<file path="config.mk">
export PLATFORM = sky130hd
export DESIGN_NAME = pipe_ctrl
export DESIGN_NICKNAME = d
export VERILOG_FILES = /design/src/rtl/pipe_ctrl_pkg.sv /design/src/rtl/pipe_ctrl_perf.sv /design/src/rtl/pipe_ctrl.sv
export SDC_FILE = /design/constraint.sdc
export NUM_CORES = 1
export LEC_CHECK = 0
export ABC_AREA = 1
export CAP_MARGIN = 40
export CORE_UTILIZATION = 35
export CTS_CLUSTER_SIZE = 24
export DETAILED_ROUTE_END_ITERATION = 7
export GPL_TIMING_DRIVEN = 1
export PLACE_DENSITY = 0.81
export RECOVER_POWER = 100
export SYNTH_ARGS = -nofsm -noshare
export SYNTH_HDL_FRONTEND = slang
export SYNTH_SLANG_ARGS = --single-unit
</file>
<file path="constraint.sdc">
create_clock -name clk -period 1.8 [get_ports clk]
set_input_delay 0.36 -clock clk [delete_from_list [all_inputs] [get_ports clk]]
set_output_delay 0.36 -clock clk [all_outputs]
set_load 0.005 [all_outputs]
</file>
<file path="src/rtl/pipe_ctrl_pkg.sv">
// Shared state encodings and stall vectors for the pipeline hazard controller.
package pipe_ctrl_pkg;

    typedef enum logic [1:0] {
        PC_RUN      = 2'd0,
        PC_MC_WAIT  = 2'd1,
        PC_MEM_WAIT = 2'd2
    } pc_state_t;

    // Bit order: [0] bubble ID/EX, [1] hold IF/ID, [2] hold PC, [3] freeze ID/EX and EX
    localparam logic [3:0] STALL_NONE   = 4'b0000;
    localparam logic [3:0] STALL_LD_USE = 4'b0111;
    localparam logic [3:0] STALL_FREEZE = 4'b1110;

endpackage

</file>
<file path="src/rtl/pipe_ctrl_perf.sv">
// Saturating 32-bit event counters for stall and flush cycles (used only with PIPE_CTRL_PERF_EN).
module pipe_ctrl_perf (
    input  logic        clk,
    input  logic        rst,
    input  logic        stall_active,
    input  logic        flush,
    output logic [31:0] perf_stall_cnt,
    output logic [31:0] perf_flush_cnt
);

    logic [1:0]  event_vec;
    logic [31:0] cnt_reg [2];

    assign event_vec = {flush, stall_active};

    genvar gi;
    generate
        for (gi = 0; gi < 2; gi++) begin : g_cnt
            always_ff @(posedge clk or negedge rst) begin
                if (!rst) begin
                    cnt_reg[gi] <= 32'h0;
                end else if (event_vec[gi] && (cnt_reg[gi] != 32'hFFFF_FFFF)) begin
                    cnt_reg[gi] <= cnt_reg[gi] + 32'd1;
                end
            end
        end
    endgenerate

    assign perf_stall_cnt = cnt_reg[0];
    assign perf_flush_cnt = cnt_reg[1];

endmodule

</file>
<file path="src/rtl/pipe_ctrl.sv">
// Pipeline hazard controller: merges ID/EX/MEM stall requests and EX branch into hold/flush.
// Optional perf counters enabled by defining PIPE_CTRL_PERF_EN.
module pipe_ctrl
    import pipe_ctrl_pkg::*;
#(
    parameter int MC_LEN_W = 5
) (
    input  logic                clk,
    input  logic                rst,
    input  logic                id_stallreq_i,
    input  logic                ex_mc_start_i,
    input  logic [MC_LEN_W-1:0] ex_mc_len_i,
    input  logic                mem_req_i,
    input  logic                mem_ack_i,
    input  logic                ex_branch_flag_i,
    output logic [3:0]          stalled_o,
    output logic                flush_o,
    output logic                mc_busy_o,
    output logic [31:0]         perf_stall_cnt_o,
    output logic [31:0]         perf_flush_cnt_o
);

    pc_state_t           state_reg, state_next;
    logic [MC_LEN_W-1:0] cnt_reg, cnt_next;
    logic [3:0]          stall_comb;
    logic                flush_comb;

    always_ff @(posedge clk or negedge rst) begin
        if (!rst) begin
            state_reg <= PC_RUN;
            cnt_reg   <= '0;
        end else begin
            state_reg <= state_next;
            cnt_reg   <= cnt_next;
        end
    end

    always_comb begin
        state_next = state_reg;
        cnt_next   = cnt_reg;
        stall_comb = STALL_NONE;
        flush_comb = 1'b0;
        case (state_reg)
            PC_RUN: begin
                if (mem_req_i && !mem_ack_i) begin
                    stall_comb = STALL_FREEZE;
                    state_next = PC_MEM_WAIT;
                end else if (ex_mc_start_i && (ex_mc_len_i >= MC_LEN_W'(2))) begin
                    // This cycle is the first frozen one, so the wait state covers len-1 more.
                    stall_comb = STALL_FREEZE;
                    cnt_next   = ex_mc_len_i - MC_LEN_W'(1);
                    state_next = PC_MC_WAIT;
                end else if (ex_mc_start_i) begin
                    stall_comb = STALL_NONE;
                end else if (ex_branch_flag_i) begin
                    flush_comb = 1'b1;
                end else if (id_stallreq_i) begin
                    stall_comb = STALL_LD_USE;
                end
            end
            PC_MC_WAIT: begin
                stall_comb = STALL_FREEZE;
                cnt_next   = cnt_reg - MC_LEN_W'(1);
                if (cnt_reg == MC_LEN_W'(1)) begin
                    state_next = PC_RUN;
                end
            end
            PC_MEM_WAIT: begin
                if (mem_ack_i) begin
                    state_next = PC_RUN;
                end else begin
                    stall_comb = STALL_FREEZE;
                end
            end
            default: begin
                state_next = PC_RUN;
                cnt_next   = '0;
            end
        endcase
    end

    // Outputs are forced quiet while reset is held, regardless of inputs.
    assign stalled_o = rst ? stall_comb : STALL_NONE;
    assign flush_o   = rst ? flush_comb : 1'b0;
    assign mc_busy_o = rst && (state_reg == PC_MC_WAIT);

`ifdef PIPE_CTRL_PERF_EN
    pipe_ctrl_perf u_perf (
        .clk            (clk),
        .rst            (rst),
        .stall_active   (stalled_o != STALL_NONE),
        .flush          (flush_o),
        .perf_stall_cnt (perf_stall_cnt_o),
        .perf_flush_cnt (perf_flush_cnt_o)
    );
`else
    assign perf_stall_cnt_o = 32'h0;
    assign perf_flush_cnt_o = 32'h0;
`endif

endmodule

</file>
**Word-level counts from Yosys, hierarchy flattened**

Index checks and enable logic that the tools add are counted.

- Bits in registers: 7
- Word-level logic and storage cells: 43

- $add $sub $neg: 2
- Magnitude comparators: 1
- Equality and inequality tests: 8
- Multiplexer cells: 22
- Bitwise operators: 1
- Reductions and logical operators: 7

Operators with widths:

| cell | number |
|---|---|
| $mux 4 | 4 |
| $pmux 5 s3 | 1 |
| $pmux 4 s3 | 1 |
| $mux 5 | 2 |
| $sub 5x1->5 const B | 2 |
| $mux 3 | 3 |
| $mux 2 | 4 |
| $ne 2x2->1 const B | 4 |
| $mux 1 | 6 |
| $pmux 2 s3 | 1 |
| $reduce_and 3->1 | 2 |
| $eq 5x1->1 const B | 1 |
| $ge 5x2->1 const B | 1 |
| $logic_and 1x1->1 | 3 |
| $ne 3x3->1 const B | 1 |
| $eq 2x1->1 const B | 1 |
| $eq 2x2->1 const B | 1 |
| $logic_not 2->1 | 1 |
| $logic_not 1->1 | 1 |
| $not 1->1 | 1 |

**Logic depth before layout (Yosys ltp)**

Gate-level depths: netlist of run 1.

- Word-level depth: 7
- Depth in mapped cells: 9
- Depth with buffers taken out: 8

**Worst setup path after synthesis of run 1**

No wires, ideal clock.

- Path type: input-to-output
- From: in ex_mc_len_i[0]
- To: out stalled_o[2]
- Arrival: 1.133 ns
- Required time: 1.440 ns
- Slack: 0.307 ns
- Stages: 9
- Path buffers: 1
- Path through: inv_1 -> ha_1 -> inv_1 -> nand3_1 -> nand2_1 -> nand2_1 -> nand3_2 -> nand2_1 -> buf_4

- Cells in the longest elaborated chain, start to end: 6

RTL lines:

| what | line | RTL |
|---|---|---|
| start, declared | pipe_ctrl.sv:12 | `input logic [MC_LEN_W-1:0] ex_mc_len_i,` |
| $ge 5x2->1 | pipe_ctrl.sv:48 | `end else if (ex_mc_start_i && (ex_mc_len_i >= MC_LEN_W'(2))) begin` |
| $logic_and 1x1->1 | pipe_ctrl.sv:48 |  |
| $mux 4 | pipe_ctrl.sv:48 |  |
| $mux 4 | pipe_ctrl.sv:45 | `if (mem_req_i && !mem_ack_i) begin` |
| $pmux 4 s3 | pipe_ctrl.sv:43 | `case (state_reg)` |
| $mux 4 | pipe_ctrl.sv:83 | `assign stalled_o = rst ? stall_comb : STALL_NONE;` |
| end, declared | pipe_ctrl.sv:16 | `output logic [3:0] stalled_o,` |

Every way passes these cells.

**Worst setup path in the final report of run 1**

- From: reg state_reg[0]
- To: reg state_reg[0]

- Cells in the longest elaborated chain, start to end: 3

RTL lines:

| what | line | RTL |
|---|---|---|
| start, declared | pipe_ctrl.sv:23 | `pc_state_t state_reg, state_next;` |
| start signal, assigned | pipe_ctrl.sv:33 | `state_reg <= state_next;` |
| $eq 2x1->1, or another cell as far along | pipe_ctrl.sv:43 |  |
| $ne 2x2->1 (no line) or $ne 3x3->1 (tied branches) | n/a |  |
| $reduce_and 3->1 (no line) | n/a |  |

Parallel ways exist; a longest one is shown, timed or not.
A chain may end at the register's enable or synchronous reset.

==> summary.txt, run 1 <==
Worst path max stage delay: 0.42 ns
Layout cells sized above 1: 0.263
Crit path kind: reg -> reg
DR vias: 981
Synth Cell Area: 0.00113 mm^2
IO buf count: 17
Initial core utilization: 0.371
Vias in the first global route: 745
Clock sinks: 7
CTS Buf Count: 3
Antenna violations before repair: 0
DRC: 0
Most frequent CP cell: buf_4
Syn Area/Cell: 6.82 um^2
Hold Fails Final Rpt: 0
Initial drt markers: 25
Worst EP required: 1.94 ns
Register bit total from synthesis: 7
Simple-Gate Fraction of Synth Area: 0.267
Final Skew: 0.00210 ns
Die area: 0.00347 mm^2
IO Pins: 82
Finish-stage setup viols: 0
Die Y: 58.9 um
Worst Hold Class: in -> reg
Synth Area in Adders: 0.0442
Status: finished clean
Pre-CTS setup slack: -0.555 ns
Crit share post-route: 0.958
Register area share after synthesis: 0.155
Distinct cells, synth: 19
Syn-to-layout area delta: 19.8%
Xor/xnor cell area share of the yosys netlist: 0.00773
Max FFs per register: 5
Clk_lat worst skew: 0.25 ns
Max cap viols: 0
Fmax: 580 MHz
Mux cell area share after synthesis: 0
Synth top area share: 0.431
H-tree levels: 1
Yosys warnings: 0
Main combinational cell family by area after synthesis: buffers and inverters
Area contributors post-synth: buf_4 43%, dfrtp_1 15%, nand2_1 9.3%, nand3_1 7.5%, inv_1 4.6%
Fin worst setup slack: 0.0753 ns
Filler Cells Inserted: 322
Final antenna-violating net count: 0
GR Util All Layers: 0.121
Vias/cell: 3.76
Pwr dens: 939 mW/mm^2
Pleak: 0.817 nW
Chip width: 58.9 um
Rows: 20
Total routed wirelength: 2.19 mm
Final HPWL DP: 1.64 mm
Tot Pwr: 1.27 mW
Compound-Gate Fraction of Synth Area: 0.0320
CTS tree: built
Global-route wire length before repair: 3.13 mm
CTS Hold Bufs: 0
Max rail drop VDD: 0.500 mV
Routability cong.: 0.821
Final min period: 1.72 ns
Layout Nets: 234
Worst-path cell chain: nor2_4 > inv_2 > nor2_4 > nand2_2 > buf_4 > buf_4 > buf_4 > buf_4 > buf_4 > buf_4 > nand3_2 > nand2_1
Total iterations of the first detailed-routing run: 4
Worst-case clock buffer depth: 2
Wire per inst: 8.39 um
Largest net degree at the start of global routing: 8
Clock transition at path regs: 0.05 ns
Fin. max-slew vios: 0
Area of the core: 0.00305 mm^2
Critical-path top delay cell: dfrtp_1
Clock root buffer: clkbuf_4
Cell count after synthesis: 166
Antenna Cells: 0
CP Capture Type: flop
Crit path launch type: flop
Critical Path Fanout Max: 3
Worst path arrival time: 1.87 ns
Remaining Overflow, GRT: 0
RSZ-0062 raised after global routing: true
Cell accounting for the most synthesized area: buf_4
layout by cell type, fill, tap and decap left out, types with 7 or more instances in the layout:
cell type / synthesis / layout
nor2_1: 9 / 8
inv_1: 14 / 14
buf_4: 65 / 30
dlygate4sd2_1: 0 / 9
dfrtp_1: 7 / 7
nand2_1: 28 / 27
nand3_1: 17 / 15
conb_1: 1 / 64
critical path: cells and delay by family (launching register included):
family | cells | cell delay [ns]
flip-flops | 1 | 0.42
AND/OR/NAND/NOR | 5 | 0.39
buffers and inverters | 7 | 0.80
through the flow:
step / cell area [um^2] / hold slack (ns) / std cells / utilization / setup TNS [ns]
after floorplan: 1370 / 0.0644 / 229 / - / 0
final: 1360 / 0.427 / 261 / 0.444 / 0
after CTS: 1360 / 0.299 / 261 / 0.446 / 0
after detailed placement: 1240 / 0.532 / 243 / 0.407 / -2.55
after global routing: 1360 / 0.439 / 261 / 0.444 / -0.00975
after global placement: 1240 / 0.525 / 243 / 0.407 / -2.42
path summary, 6_finish.rpt:
check                                         start                  endpoint  slack [ns]  depth (start not counted)
min reg2reg                  cnt_reg[1]$_DFFE_PN0P_    cnt_reg[1]$_DFFE_PN0P_        0.55                          2
max reg2reg                state_reg[0]$_DFFE_PN0P_  state_reg[0]$_DFFE_PN0P_        0.08                         12
max in group asynchronous                       rst    cnt_reg[2]$_DFFE_PN0P_        1.05                          3
min                                  ex_mc_len_i[0]    cnt_reg[0]$_DFFE_PN0P_        0.43                          4
min in group asynchronous                       rst    cnt_reg[3]$_DFFE_PN0P_        0.47                          3
max                        state_reg[0]$_DFFE_PN0P_  state_reg[0]$_DFFE_PN0P_        0.08                         12
where the power goes:
part	leakage [nW]	total, mW	internal (mW)	switching (mW)
clock	0.0150	0.141	0.0845	0.0569
sequential	0.0857	0.308	0.233	0.0752
combinational	0.716	0.824	0.370	0.453
total	0.817	1.27	0.688	0.585
Yosys cell counts, drive strengths merged:
cell,instances
buf,65
nand2,29
nand3,19
inv,18
nor2,14
dfrtp,7
ha,4
o21ai,3
o22ai,2
a21oi,1
conb,1
nand4,1
nor3,1
xnor2,1
kinds of logic after synthesis:
kind of cell    after synthesis
other cells                   1
compound gates                6
simple gates                 64
xor+xnor                      1
flops                         7
fa+ha+maj                     4
buf+inv                      83
layer usage:
metal / vias up / GRT usage / routed length [um]
met2: 60 / 0.216 / 1120
li1: 487 / - / -
met1: 428 / 0.137 / 836
met5: - / 0 / 0
met4: 0 / 0.0408 / 53
met3: 6 / 0.0330 / 179
area by class of cell:
class	instances	area, um^2	area share
Multi-Input combinational cell	139	666	0.491
Timing Repair Buffer	49	367	0.270
Sequential cell	7	175	0.129
Inverter	18	67.6	0.0498
Tap cell	44	55.1	0.0406
Clock buffer	4	26.3	0.0194
timing repair:
item | 4_1_cts | 5_1_grt
gates resized for setup | 21 | 13
pin swaps | 6 | 1
buffers inserted | 14 | 0
setup endpoints to repair | 6 | 10
Power figures use the tool's default switching activity.
==> inputs of run 2 (changes only) <==
--- a/config.mk
+++ b/config.mk
@@ -11,6 +11,7 @@
 export CTS_CLUSTER_SIZE = 24
 export DETAILED_ROUTE_END_ITERATION = 7
 export GPL_TIMING_DRIVEN = 1
+export MAX_ROUTING_LAYER = met4
 export PLACE_DENSITY = 0.81
 export RECOVER_POWER = 100
 export SYNTH_ARGS = -nofsm -noshare
==> run 2 against run 1 <==
Design area unchanged. Global-route usage up 0.41 points. Clock power barely moved. Worst setup slack about the same. Combinational power hardly changed. Power about the same. Largest power group unchanged. Critical path depth stayed put. Sequential cell count stayed put. Largest cell class unchanged. Sequential share of layout area did not move.
==> summary.txt, run 2 (synthesis results as in run 1) <==
Pre-CTS setup slack: -0.555 ns (unchanged)
Switching part of the total: 0.460 (about the same)
Total iterations of the first detailed-routing run: 4 (unchanged)
Pwr dens: 940 mW/mm^2 (about the same)
IO buf count: 17 (unchanged)
Int Pwr: 0.688 mW (about the same)
Chip width: 58.9 um (unchanged)
R2R Setup Slk: 0.07 ns (about the same)
Most frequent CP cell: buf_4
Pleak: 0.817 nW (unchanged)
Clk_lat worst skew: 0.25 ns (about the same)
Initial drt markers: 18 (-28%)
Worst path arrival time: 1.87 ns (about the same)
Rows: 20 (unchanged)
Worst Hold Path EP: cnt_reg[0]$_DFFE_PN0P_
Layout cells sized above 1: 0.263 (unchanged)
Antenna Cells: 0 (unchanged)
Crit path launch type: flop
Switching power: 0.586 mW (+0.14%)
Worst setup startpoint: state_reg[0]$_DFFE_PN0P_
CP Capture Type: flop
Status: finished clean
Worst-path cell chain: nor2_4 > inv_2 > nor2_4 > nand2_2 > buf_4 > buf_4 > buf_4 > buf_4 > buf_4 > buf_4 > nand3_2 > nand2_1
Finish-stage setup viols: 0 (unchanged)
Wire per inst: 8.41 um (+0.27%)
Die Y: 58.9 um (unchanged)
Hold Path Origin: ex_mc_len_i[0]
GR Util met2: 0.214 (-0.00162)
Remaining Overflow, GRT: 0 (unchanged)
Crit share post-route: 0.958 (about the same)
Final min period: 1.73 ns (+0.000375 ns)
Final Skew: 0.00246 ns (+0.000361 ns)
Setup_tns: 0 ns (unchanged)
Syn-to-layout area delta: 19.8% (unchanged)
Worst EP required: 1.94 ns (about the same)
Commonest non-fill, non-tap cell in the layout: conb_1
Final HPWL DP: 1.64 mm (unchanged)
Hold Fails Final Rpt: 0 (unchanged)
Worst r2r src: state_reg[0]$_DFFE_PN0P_
Cell count after placement: 243 (unchanged)
Worst Hold Path Cells: 4 (unchanged)
Critical Path Fanout Max: 3 (unchanged)
Commonest cells after routing, fill and taps aside: 64 x conb_1, 30 x buf_4, 27 x nand2_1
Worst Hold Class: in -> reg
Worst-case clock buffer depth: 2 (unchanged)
Layout Nets: 234 (unchanged)
CTS Buf Count: 3 (unchanged)
Critical path's top delay family: buffers and inverters
DRC: 0 (unchanged)
GR Util All Layers: 0.125 (+0.00408)
Antenna violations before repair: 0 (unchanged)
H-tree levels: 1 (unchanged)
Critical-path top delay cell: dfrtp_1
Die area: 0.00347 mm^2 (unchanged)
IO Pins: 82 (unchanged)
RSZ-0062 raised after global routing: true
R2r endpoint: state_reg[0]$_DFFE_PN0P_
Final non-filler cell total: 261 (unchanged)
Largest net degree at the start of global routing: 8 (unchanged)
Vias/cell: 3.75 (-0.10%)
GRT busiest layer: met2
DR vias: 980 (-0.10%)
Routability cong.: 0.833 (+1.5%)
Comb pwr share: 0.647 (about the same)
Max FFs per register: 5 (unchanged)
Max rail drop VDD: 0.500 mV (about the same)
Final antenna-violating net count: 0 (unchanged)
Clock root buffer: clkbuf_4
Max cap viols: 0 (unchanged)
FF-to-FF path depth: 12 (unchanged)
Crit path buf inv count: 7 (unchanged)
Clock transition at path regs: 0.05 ns (about the same)
CTS tree: built
Fin. max-slew vios: 0 (unchanged)
Initial core utilization: 0.371 (unchanged)
GR Layer Usage met1: 0.140 (+0.00270)
Area of the core: 0.00305 mm^2 (unchanged)
Clock network fraction of total power: 0.111 (about the same)
Total routed wirelength: 2.20 mm (+0.27%)
Worst path max stage delay: 0.42 ns (about the same)
Vias in the first global route: 745 (unchanged)
Fin worst setup slack: 0.0749 ns (-0.000375 ns)
M3 GR Usage: 0.0330 (unchanged)
Seq pwr share: 0.242 (about the same)
Clock sinks: 7 (unchanged)
Global-route wire length before repair: 3.13 mm (unchanged)
Crit path kind: reg -> reg
Fmax: 580 MHz (about the same)
-- run 2: cell counts in the layout (fill, tap and decap cells not counted) --
No cell type changed its count.
-- run 2: worst max path at each step --
stage                     cells after the start                        to
after detailed placement                      9              stalled_o[1]
after CTS                                    10              stalled_o[3]
after global routing                         12  state_reg[0]$_DFFE_PN0P_
after floorplan                               9              stalled_o[2]
final                                        12  state_reg[0]$_DFFE_PN0P_
after global placement                       10              stalled_o[1]
-- run 2: repair_timing --
item / 4_1_cts / 5_1_grt
setup buffers: 14 / 0
pin swaps: 6 / 1
hold buffers: 0 / 0
resized for setup: 21 / 13
endpoints found under the setup margin: 6 / 10
-- run 2: power by group through the flow --
stage,clock [mW],sequential [mW],combinational (mW)
2_1_floorplan,0,0.291,0.589
4_1_cts,0.150,0.300,0.800
6_report,0.142,0.308,0.824
3_5_place_dp,0,0.303,0.770
5_1_grt,0.162,0.319,0.928
3_3_place_gp,0,0.301,0.746
-- run 2: stage by stage --
| step | instance area [um^2] | total power [mW] | utilization | hold slack (ns) |
|---|---|---|---|---|
| 6_report | 1360 | 1.27 | 0.444 | 0.427 |
| 5_1_grt | 1360 | 1.41 | 0.444 | 0.439 |
| 4_1_cts | 1360 | 1.25 | 0.446 | 0.299 |
| 3_3_place_gp | 1240 | 1.05 | 0.407 | 0.525 |
| 3_5_place_dp | 1240 | 1.07 | 0.407 | 0.532 |
| 2_1_floorplan | 1370 | 0.880 | - | 0.0644 |
-- run 2: worst min-delay path: stages --
cell,delay [ns]
clkbuf_2,0.10
o22ai_1,0.08
nand2_1,0.06
nand2_1,0.04
-- run 2: final cells by class --
type	instances	area, um^2
tap	44	55.1
clock buffer	4	26.3
multi-input combinational	139	666
fill	322	1700
inverter	18	67.6
sequential	7	175
timing repair buffer	49	367
-- run 2: routing by layer --
metal  wire [um]  share of wire
met2        1130           0.51
met3         175          0.080
met5           0              0
met1         839           0.38
met4          53          0.024
